==> src/rtl/mux_scan_capture_if.sv <==
// Handshake and mux-side signals of the scan/capture block.
// The master side requests scans and supplies the mux output; the slave side is the scanner.
interface mux_scan_capture_if #(
  parameter int unsigned SEL_W = 4
) ();
  localparam int unsigned N = 2 ** SEL_W;

  logic             start;
  logic             mux_f;
  logic [SEL_W-1:0] s;
  logic             busy;
  logic             done;
  logic [0:N-1]     word;

  modport master (
    output start,
    output mux_f,
    input  s,
    input  busy,
    input  done,
    input  word
  );

  modport slave (
    input  start,
    input  mux_f,
    output s,
    output busy,
    output done,
    output word
  );
endinterface

==> src/rtl/mux_scan_capture.sv <==
// Steps a mux select through every index, samples the mux output once per index after a
// settle period, and publishes the assembled word with a start/busy/done handshake.
module mux_scan_capture #(
  parameter int unsigned SEL_W  = 4,
  parameter int unsigned SETTLE = 1
) (
  input logic              clk,
  input logic              rst_n,
  mux_scan_capture_if.slave bus
);

  localparam int unsigned     N       = 2 ** SEL_W;
  localparam logic [SEL_W-1:0] LastSel = SEL_W'(N - 1);
  localparam logic [3:0]       Reload  = 4'(SETTLE - 1);

  typedef enum logic [1:0] {StIdle, StScan, StDone} state_e;

  state_e           state_q;
  logic [3:0]       hold_q;
  logic [SEL_W-1:0] s_q;
  logic             busy_q;
  logic             done_q;
  logic [0:N-1]     shadow_q;
  logic [0:N-1]     word_q;
  logic [0:N-1]     shadow_next;

  // Shadow with the current sample merged in, so DONE entry can publish the final bit too.
  always_comb begin
    shadow_next         = shadow_q;
    shadow_next[s_q]    = bus.mux_f;
  end

  always_ff @(posedge clk or negedge rst_n) begin
    if (!rst_n) begin
      state_q  <= StIdle;
      hold_q   <= '0;
      s_q      <= '0;
      busy_q   <= 1'b0;
      done_q   <= 1'b0;
      shadow_q <= '0;
      word_q   <= '0;
    end else begin
      case (state_q)
        StIdle: begin
          done_q <= 1'b0;
          s_q    <= '0;
          if (bus.start) begin
            state_q <= StScan;
            busy_q  <= 1'b1;
            hold_q  <= Reload;
          end
        end
        StScan: begin
          if (hold_q == 4'd0) begin
            shadow_q <= shadow_next;
            if (s_q == LastSel) begin
              state_q <= StDone;
              word_q  <= shadow_next;
              done_q  <= 1'b1;
              busy_q  <= 1'b0;
              s_q     <= '0;
            end else begin
              s_q    <= s_q + SEL_W'(1);
              hold_q <= Reload;
            end
          end else begin
            hold_q <= hold_q - 4'd1;
          end
        end
        StDone: begin
          done_q <= 1'b0;
          if (bus.start) begin
            state_q <= StScan;
            busy_q  <= 1'b1;
            hold_q  <= Reload;
          end else begin
            state_q <= StIdle;
          end
        end
        default: begin
          state_q <= StIdle;
          busy_q  <= 1'b0;
          done_q  <= 1'b0;
          s_q     <= '0;
        end
      endcase
    end
  end

  assign bus.s    = s_q;
  assign bus.busy = busy_q;
  assign bus.done = done_q;
  assign bus.word = word_q;

endmodule

==> src/flat_wrapper.sv <==
// flat-port wrapper written by rule: the top's interface ports become plain ports
module mux_scan_capture_flat 
#(
  parameter int unsigned SEL_W  = 4,
  parameter int unsigned SETTLE = 1
)
  (clk, rst_n, bus_start, bus_mux_f, bus_s, bus_busy, bus_done, bus_word);
  mux_scan_capture_if #(.SEL_W(SEL_W)) bus_i ();
  input logic clk;
  input logic rst_n;
  input wire logic [$bits(bus_i.start)-1:0] bus_start;
  input wire logic [$bits(bus_i.mux_f)-1:0] bus_mux_f;
  output wire logic [$bits(bus_i.s)-1:0] bus_s;
  output wire logic [$bits(bus_i.busy)-1:0] bus_busy;
  output wire logic [$bits(bus_i.done)-1:0] bus_done;
  output wire logic [$bits(bus_i.word)-1:0] bus_word;
  assign bus_i.start = bus_start;
  assign bus_i.mux_f = bus_mux_f;
  assign bus_s = bus_i.s;
  assign bus_busy = bus_i.busy;
  assign bus_done = bus_i.done;
  assign bus_word = bus_i.word;
  mux_scan_capture #(.SEL_W(SEL_W), .SETTLE(SETTLE)) u_core (.clk(clk), .rst_n(rst_n), .bus(bus_i));
endmodule
==> config.mk <==
export PLATFORM = sky130hd
export DESIGN_NAME = mux_scan_capture_flat
export DESIGN_NICKNAME = d
export VERILOG_FILES = /design/src/rtl/mux_scan_capture_if.sv /design/src/rtl/mux_scan_capture.sv /design/src/flat_wrapper.sv
export SDC_FILE = /design/constraint.sdc
export NUM_CORES = 1
export LEC_CHECK = 0
export ABC_AREA = 1
export BUFFER_PORTS_ARGS = -buffer_cell sky130_fd_sc_hd__buf_2
export CAP_MARGIN = 15
export CORE_MARGIN = 1.5
export CORE_UTILIZATION = 40
export CTS_CLUSTER_DIAMETER = 100
export CTS_CLUSTER_SIZE = 16
export DETAILED_ROUTE_END_ITERATION = 8
export GPL_TIMING_DRIVEN = 0
export REMOVE_ABC_BUFFERS = 1
export SETUP_SLACK_MARGIN = 0.3
export SYNTH_ARGS = -nofsm -noshare
export SYNTH_HDL_FRONTEND = slang
export SYNTH_SLANG_ARGS = --single-unit
==> constraint.sdc <==
create_clock -name clk -period 4 [get_ports clk]
set_input_delay 0.2 -clock clk [delete_from_list [all_inputs] [get_ports clk]]
set_output_delay 0.2 -clock clk [all_outputs]
set_load 0.02 [all_outputs]
Yosys cells after proc, flatten, opt, wreduce, memory -nomap -nowiden
Index checks and enable logic that the tools add are counted.
{ "totals": {"register_bits": 44, "output_inout_bits": 22, "elab_cells": 55} }
{ "op_classes": {"addsub": 2, "magnitude_cmp": 2, "n_eq_ne": 8, "mux": 22, "bitwise": 2, "reduce_logical": 12} }
{ "op_table": {"columns": ["cell", "count"], "rows": [
  ["two-way mux 4 bit", 5],
  ["bitwise mux 16 bit", 1],
  ["one-hot mux 4 bit (2 select lines)", 2],
  ["AND reduction 3 bit", 4],
  ["two-way mux 1 bit", 8],
  ["two-way mux 2 bit", 3],
  ["!= test 2 x 1 -> 1 bit (second input constant)", 3],
  ["one-hot mux 2 bit (3 select lines)", 1],
  ["AND reduction 2 bit", 3],
  ["greater-or-equal comparator 5 bit (second input constant)", 1],
  ["< comparator 5 x 1 -> 1 bit (second input constant)", 1],
  ["NOT 4 -> 5 bit", 1],
  ["adder 4 x 1 -> 4 bit (second input constant)", 1],
  ["demux 1 bit (select 4 bit)", 1],
  ["== test 4 bit (second input constant)", 1],
  ["zero test 4 bit", 1],
  ["subtractor 4 x 1 -> 4 bit (second input constant)", 1],
  ["!= test 3 bit (second input constant)", 1],
  ["== test 2 x 1 -> 1 bit (second input constant)", 1],
  ["== test 2 bit (second input constant)", 1],
  ["zero test 2 bit", 1],
  ["!= test 2 bit (second input constant)", 1],
  ["one-hot mux 1 bit (2 select lines)", 1],
  ["nonzero test 2 bit", 1],
  ["other kinds (3)", 3]
]} }

Depth between registers and ports, before layout
Gate-level depths: netlist of the first run.
{ "logic_depth": {"depth_word": 6, "depth_mapped": 9, "ltp_nobuf": 8} }

Worst setup path before layout of the first run
OpenSTA, ideal clock, no wires.
{ "synth_path": {"kind": "register -> register", "startpoint": "reg u_core.s_q[1] (netlist: u_core.bus.s[1])", "endpoint": "reg u_core.word_q (netlist bit u_core.bus.word[2])", "setup_time_ns": 0.117, "arrival_time_ns": 1.355, "setup_slack_ns": 2.528, "stages_incl_launch_ff": 8, "n_path_buf": 1, "synth_period_minus_slack_ns": 1.472, "cell_sequence": "dfrtp_1 -> ha_1 -> nand2_1 -> nor2_1 -> nand2_2 -> buf_2 -> nand2_1 -> nand2_1"} }
{ "synth_between": {"elab_chain_len": 6} }
{ "synth_lines": {"columns": ["element", "line_no", "text"], "rows": [
  ["from (decl)", "mux_scan_capture.sv:20", "logic [SEL_W-1:0] s_q;"],
  ["from (signal assigned)", "mux_scan_capture.sv:63", "s_q <= s_q + SEL_W'(1);"],
  ["NOT 4 -> 5 bit (implied by the code)", "mux_scan_capture.sv:30", "shadow_next[s_q] = bus.mux_f;"],
  ["greater-or-equal comparator 5 bit (implied by the code) or < comparator 5 x 1 -> 1 bit (tied branches)", "mux_scan_capture.sv:30", null],
  ["logical AND 1 bit (implied by the code)", "mux_scan_capture.sv:30", null],
  ["two-way mux 1 bit (implied by the code)", "mux_scan_capture.sv:30", null],
  ["demux 1 bit (select 4 bit)", "mux_scan_capture.sv:30", null],
  ["bitwise mux 16 bit", "mux_scan_capture.sv:30", null],
  ["to (signal assigned)", "mux_scan_capture.sv:58", "word_q <= shadow_next;"],
  ["to (decl)", "mux_scan_capture.sv:24", "logic [0:N-1] word_q;"]
]} }
Parallel ways exist; a longest one is shown, timed or not.
A chain may end at the register's enable or synchronous reset.

Worst setup path after layout of the first run
{ "layout_path": {"startpoint": "reg u_core.hold_q[0]", "endpoint": "reg u_core.word_q (netlist bit u_core.bus.word[12])"} }
{ "layout_between": {"elab_chain_len": 2} }
{ "layout_lines": {"columns": ["element", "line_no", "text"], "rows": [
  ["from (decl)", "mux_scan_capture.sv:19", "logic [3:0] hold_q;"],
  ["from (signal assigned)", "mux_scan_capture.sv:50", "hold_q <= Reload;"],
  ["from (signal assigned)", "mux_scan_capture.sv:64", "hold_q <= Reload;"],
  ["from (signal assigned)", "mux_scan_capture.sv:67", "hold_q <= hold_q - 4'd1;"],
  ["zero test 4 bit", "mux_scan_capture.sv:54", "if (hold_q == 4'd0) begin"],
  ["AND reduction 3 bit (no source line)", null, null]
]} }
No other way between the ends.

==> results of run 1 <==
-- kinds of logic after synthesis --
group	count (synthesis)
AO/OA/AOI/OAI	18
XOR/XNOR	2
adder cells (fa/ha/maj)	6
buffers and inverters	23
flip-flops	43
AND/OR/NAND/NOR	170
-- sequential cells by signal (all words and copies together), names as in the netlist --
register and count:
u_core.bus.word 16, u_core.shadow_q 15, u_core.bus.s 4, u_core.hold_q 4
u_core.state_q 2, u_core.bus.busy 1, u_core.bus.done 1
-- critical path: cells and delay by family (launching register included) --
family                   cells  cell delay, ps
adder cells (fa/ha/maj)      1             150
AND/OR/NAND/NOR              5            1140
flip-flops                   1             380
buffers and inverters        2             450
-- cells in the final DEF (no fill, tap or decap), drive strengths merged --
cell / netlist / layout
inv: 13 / 13
o211ai: 1 / 1
or2: 1 / 1
o21ai: 17 / 17
nand3: 15 / 15
clkinv: 1 / 2
nand2: 146 / 146
ha: 6 / 6
dfrtp: 43 / 43
clkbuf: 1 / 6
xnor2: 1 / 1
xor2: 1 / 1
buf: 8 / 25
nor2: 7 / 7
nand4: 1 / 1
-- stage by stage --
step / std cells / instance area [um2]
final: 355 / 2300
after global routing: 355 / 2300
after CTS: 355 / 2300
after detailed placement: 348 / 2210
after global placement: 348 / 2210
after floorplan: 253 / 2000
-- routing by layer --
| layer | up-vias | global-route usage | routed length [um] |
|---|---|---|---|
| li1 | 851 | - | - |
| met2 | 28 | 0.261 | 1910 |
| met3 | 6 | 0.0442 | 140 |
| met5 | - | 0 | 0 |
| met4 | 0 | 0.0566 | 48 |
| met1 | 765 | 0.220 | 2090 |
-- final cells by class --
class                      instances  area [um2]  area share
timing repair buffer              25         125      0.0544
clock buffer                       6        82.6      0.0359
sequential                        43        1080       0.468
multi-input combinational        196         867       0.377
clock inverter                     1        5.00     0.00218
tap                               70        87.6      0.0381
inverter                          14        56.3      0.0245
-- power groups by stage --
stage	clock network, mW	registers (mW)	logic, mW
after floorplan	0	0.619	0.331
final	0.286	0.614	0.456
after global routing	0.314	0.628	0.533
after global placement	0	0.618	0.452
after CTS	0.292	0.613	0.461
after detailed placement	0	0.621	0.459
-- worst max path at each step --
stage	slack (ps)	start	endpoint
3_3_place_gp	1750	u_core.hold_q[0]$_DFFE_PN0P_	u_core.bus.word[13]$_DFFE_PN0P_
3_5_place_dp	1760	u_core.hold_q[0]$_DFFE_PN0P_	u_core.bus.word[6]$_DFFE_PN0P_
6_report	1800	u_core.hold_q[0]$_DFFE_PN0P_	u_core.bus.word[12]$_DFFE_PN0P_
4_1_cts	1730	u_core.hold_q[0]$_DFFE_PN0P_	u_core.bus.word[6]$_DFFE_PN0P_
5_1_grt	1530	u_core.hold_q[0]$_DFFE_PN0P_	u_core.bus.word[6]$_DFFE_PN0P_
2_1_floorplan	2310	u_core.hold_q[0]$_DFFE_PN0P_	u_core.bus.word[0]$_DFFE_PN0P_
==> reports/summary.md, run 1 <==
The run gives 43 as the count of clock tree sinks. Summing internal, switching and leakage power gives 1.36 mW. The static leakage is 1.14 nW. The tool flagged a number of max-cap violations equal to 0. The number of enable flip-flop cells after synthesis works out to 0. Clock tree synthesis selected as its root buffer the cell clkbuf_8.

For this run, the top clock speed supported by timing is 0.456 GHz. The hold violation count in the final report is 0, and the share of the core filled with cells in the final layout is 0.456. The maximum net fanout on the critical path came out at 20. The commonest cells after synthesis are 144 x nand2_1, 43 x dfrtp_1, 17 x o21ai_0, 15 x nand3_1, 10 x inv_1. Once the clock tree was built, the setup fixing pass inserted 0 buffers. Summed over all failing endpoints, the final setup total negative slack is 0 ps.

The share of flip-flops with an asynchronous set or reset is 1.00. In this run the power spent charging and discharging nets is 0.541 mW. The dominant combinational cell family by area after synthesis is simple AND/OR/NAND/NOR gates. The area fraction of the dominant cell type after synthesis was 0.519. The worst setup path is captured at a flop.

For the number of iterations in the first detailed-routing pass, the log shows 4. After synthesis, the netlist uses 20 different library cells. For this run, the number of Yosys warnings is 0. The worst slew margin relative to its limit came out at 0.346.

The sequential cell fraction of total power was 0.453. The synthesis-stage register bit count was 43; the per-instance average area after synthesis was 7.92 um2. The tools report the maximum level of the CTS H-tree as 2. The vias per cell was 4.65. The detail-routed net length per standard cell is 11.8 um, and the synthesized-area fraction occupied by and/or/nand/nor cells is 0.329.

The xor and xnor area share after synthesis is 0.00844, and the transition time at the pin with the least slew margin is 981 ps. The logs give 57.6 ps for the final hold slack and 0.165 for the global-route usage over all layers. The final worst-path setup slack is 1800 ps, and the number of buffers inserted for hold repair after clock tree synthesis is 0. The combinational share of power was 0.336.

The run gives 300 ps as the clock latency reported for the late side of the worst-skew pair. The tools report the mapped cell area as 2070 um2. By instance count, the cell type seen most on the critical path is nand2_1. After clock tree synthesis, the repair step resized 0 gates. Among all cell types in the netlist, the one instantiated most often is nand2_1. The number of clock buffers added by TritonCTS is 5. The worst setup path is launched from a flop. The signal on the critical path passes through inv_1 > ha_1 > nand2_1 > nor2_4 > nand2_2 > clkinv_2 > nand2_1 > nand2_1. The floorplan step set the die width to 75.0 um.

The proportion of layout cells with a drive suffix above 1 works out to 0.144. The clock passes through at most 2 buffers. The internal power contribution is 0.815 mW, and the synthesis-to-layout area growth is 10.9%. Timing analysis after detailed placement gives a worst setup slack of 1760 ps. In the final design database the tool counted 295 nets. The logs give 1450 for the number of global-route vias before repair and 0 for the number of endpoints failing setup at the final stage.

After clock tree synthesis, the clock-pin slew on the worst setup and hold paths is 80 ps. After the first detailed-routing iteration, the DRC count stood at 111. At the end of routability-driven placement, the weighted congestion stood at 0.768.

Required time of the worst setup path: 4240 ps. The logs give 0.411 for the initial standard-cell utilization of the core and 26 for the row count. The repair_antennas step left the layout with diodes totalling 0.

At the worst endpoint, the arrival time is 2430 ps. In this design, the stage delay of the slowest critical-path cell is 460 ps. In the post-synthesis netlist, the biggest area contributors are dfrtp_1 52%, nand2_1 26%, o21ai_0 4.1%. The floorplan step defined a core boundary enclosing 5040 um2.

The number of cells on the worst reg-to-reg path is 8. The critical path in this run is classified as flop to flop. The run gives 0 as the number of antenna violations at the first check in global routing. The worst clock skew was 6.25 ps; the power per cell area was 590 nW/um2.

VDD sags by at most 0.279 mV. In this run the critical register-to-register path is captured at u_core.bus.word[12]$_DFFE_PN0P_. The number of buffers added on ports is 25.

Entering global routing, the biggest net connects 44 pins. Sequential area share after synthesis: 0.519. The tools report the number of remaining DRC errors as 0. Setup repair after global routing left no endpoint under its margin. The complex-gate fraction of the synthesized area is 0.0446, and the share of the clock period used by the worst path is 0.549. Most frequently used flop master after synthesis: dfrtp_1. The relative contribution of the clock network to total power was 0.211. TritonCTS built the clock tree. The cell count after synthesis came out at 262. After filler insertion, the fill cell instance count of the layout stands at 523. The flow ran to the end, and the final reports show no timing, DRC or antenna violations. The final wirelength was 4190 um; the count of nets left with antenna violations after detail routing was 0. In this run the critical register-to-register path is launched from u_core.hold_q[0]$_DFFE_PN0P_. The die covers 5630 um2. The max-slew violation count was 0.

Global routing finished with a remaining overflow of 0. For this design the top-level I/O count stands at 26. The routed design could run at a clock period as short as 2200 ps. The routed layout has 1650 vias. Worst min-delay path category: input port to asynchronous set/reset pin. The slowest stage of the critical path belongs to the cell nor2_4. The post-synthesis adder-cell area fraction is 0.0362, and the chip height is 75.0 um. The setup slack of the worst register-to-register path was 1800 ps; the fraction of synthesized area in multiplexers was 0.

The largest total area in the synthesized netlist belongs to dfrtp_1. The first global-routing pass estimated 6900 um of wire. The switching part of the total came out at 0.399. For the detailed placement HPWL, the log shows 2660 um.
(Power assumes the default switching activity.)
==> run 2, diff against run 1 <==
clock period = 2 ns   (was 4 ns; I/O delays follow)
==> reports/summary.md, run 2 (synthesis results as in run 1) <==
The tools report the hold violation count in the final report as 0 (unchanged). The flow ran to the end, and the final reports show no timing, DRC or antenna violations. The layer flagged by global routing as most heavily used is met2.

STA classifies the critical path endpoint as a flop. The number of instances in the placed design was 348 (unchanged); the number of buffers created by CTS was 5 (unchanged). The final worst-path setup slack is 408 ps (-1400 ps), and the final global-route overflow total is 0 (unchanged). The detailed placement HPWL is 2660 um (unchanged), and the pin count of the biggest net entering global routing is 44 (unchanged).

The die extent in x works out to 75.0 um (unchanged). Setup repair after global routing could not meet its margin everywhere. The tools report the overall power as 2.77 mW (+100%). The max-cap violation count was 0 (unchanged).

The required time of the worst setup path is 2190 ps (-2050 ps). The final wirelength was 4410 um (+5.2%); the number of iterations in the first detailed-routing pass was 4 (unchanged). The tools report the met2 routing resource usage after global routing as 0.274 (+0.0138). The I/O pin count is 26 (unchanged), and the detail-routed net length per standard cell is 12.3 um (+4.3%). The tools report the count of nets left with antenna violations after detail routing as 0 (unchanged). The tools report the pre-CTS setup slack as -240 ps (-2000 ps). TritonCTS built the clock tree. The data arrival time at the worst-slack endpoint is 1780 ps (-650 ps), and the vias per cell is 4.65 (about the same).

Startpoint type of the worst setup path: a flop. For the static leakage, the log shows 1.15 nW (+0.64%). The run gives 10.5 ps (+4.21 ps) as the worst clock skew. Layout net count: 298 (+1.0%).

Highest ir drop seen on vdd: 0.526 mV (+88%). The synthesis-to-layout area growth was 13.5%. Leaving out fill and tap cells, the most frequent cells in the layout are 144 x nand2_1, 41 x dfrtp_1, 25 x buf_2. The logs give 115 (+3.6%) for the initial DRC count and 0 (unchanged) for the number of remaining DRC errors.

The maximum net fanout on the critical path works out to 15 (-25%). The run gives 0.343 (-0.00336) as the worst slew margin relative to its limit. The chip height is 75.0 um (unchanged), and the routing usage on met1 is 0.228 (+0.00849). The final critical path time including I/O delays and setup is 1590 ps (-603 ps). The number of buffers added on ports came out at 25 (unchanged). The most frequent standard cell in the layout excluding fill and tap cells was nand2_1. The run gives 526 (+0.57%) as the total of fill cells in the finished design. Global-route wire length before repair: 7130 um (+3.3%). The global-route usage over all layers was 0.172 (+0.00705).

Initial standard-cell utilization of the core: 0.411 (unchanged). The final cell count without fillers is 358 (+0.85%), and the clock edge transition at the registers on the reported setup and hold paths is 90 ps (about the same). The min-delay analysis places its worst path in the category input port to flop.

The number of global-route vias before repair is 1472 (+1.5%). The power per cell area is 1180 nW/um2 (+100%), and the share of the clock period used by the worst path is 0.796 (+0.247). Placer congestion estimate: 0.768 (unchanged). The total via count in the routed design was 1664 (+0.85%). Number of endpoints failing setup at the final stage: 0 (unchanged). The logs give 0 (unchanged) for the max-slew violation count and 5040 um2 (unchanged) for the core region area. The critical path class is flop to flop. The tools report the total inserted antenna cells as 0 (unchanged). The count of clock tree sinks came out at 43 (unchanged). The run gives 2 (unchanged) as the maximum buffer depth of the clock tree. The clock latency reported for the late side of the worst-skew pair came out at 300 ps (about the same). The number of antenna violations at the first check in global routing was 0 (unchanged); the transition time at the pin with the least slew margin was 986 ps (+5.04 ps). The tools report the root buffer selected by CTS as clkbuf_8.

The maximum level of the CTS H-tree was 2 (unchanged). The tools report the accumulated negative setup slack as 0 ps (unchanged). The proportion of layout cells with a drive suffix above 1 came out at 0.163 (+0.0193). The maximum achievable frequency was 0.628 GHz (+38%); the die outline area was 5630 um2 (unchanged). The tools report the global routing met3 resource utilization as 0.0442 (unchanged). The tools report the row count as 26 (unchanged).

The flip-flop count of the largest register, all copies and words added came out at 16 (unchanged).
-- run 2: per-stage QoR --
step / instance area, um2 / hold slack, ps / util
final: 2350 / 1.45 / 0.467
after floorplan: 2000 / -196 / -
after CTS: 2330 / 3.65 / 0.463
after global placement: 2210 / 313 / 0.439
after detailed placement: 2210 / 315 / 0.439
after global routing: 2350 / 22.9 / 0.467
-- run 2: worst max-delay path: stages, from the launching register on --
cell,delay [ps]
dfrtp_1,380
inv_1,120
ha_1,150
nand2_1,160
nor2_4,210
buf_4,230
inv_4,110
nand2_1,70
nand2_1,50
-- run 2: path summary, 6_finish.rpt --
check,startpoint,endpoint,slack (ps),depth (start not counted)
worst max-delay path,u_core.hold_q[0]$_DFFE_PN0P_,u_core.shadow_q[9]$_DFFE_PN0P_,410,8
worst min-delay path,bus_mux_f,u_core.bus.word[15]$_DFFE_PN0P_,1,3
worst max register to register,u_core.hold_q[0]$_DFFE_PN0P_,u_core.shadow_q[9]$_DFFE_PN0P_,410,8
worst min register to register,u_core.bus.word[7]$_DFFE_PN0P_,u_core.bus.word[7]$_DFFE_PN0P_,470,2
max in group asynchronous,rst_n,u_core.bus.s[3]$_DFFE_PN0P_,820,2
min in group asynchronous,rst_n,u_core.hold_q[3]$_DFFE_PN0P_,510,2
-- run 2: repair_timing --
action / 4_1_cts / 5_1_grt
buffers inserted: 1 / 0
gates resized for setup: 3 / 5
endpoints found under the setup margin: 28 / 24
pin swaps: 1 / 0
hold buffers: 1 / 0
cloned: 1 / 0
hold endpoints to repair: 24 / 0
-- run 2: report_power, final --
group,switching [mW],internal [mW],leakage (nW)
registers,0.177,1.05,0.485
clock network,0.303,0.271,0.0470
logic,0.640,0.322,0.615
total,1.12,1.65,1.15
-- run 2: layout make-up --
type / instances / area (um2) / area share
clock inverter: 1 / 5.00 / 0.00213
inverter: 14 / 60.1 / 0.0255
timing repair buffer: 27 / 143 / 0.0606
tap: 70 / 87.6 / 0.0372
sequential: 43 / 1080 / 0.458
multi-input combinational: 197 / 897 / 0.381
clock buffer: 6 / 82.6 / 0.0351
-- run 2: routing by layer --
layer  wire, um  vias up
li1           -      859
met1       2140      771
met2       2030       26
met3        170        8
met4         71        0
met5          0        -
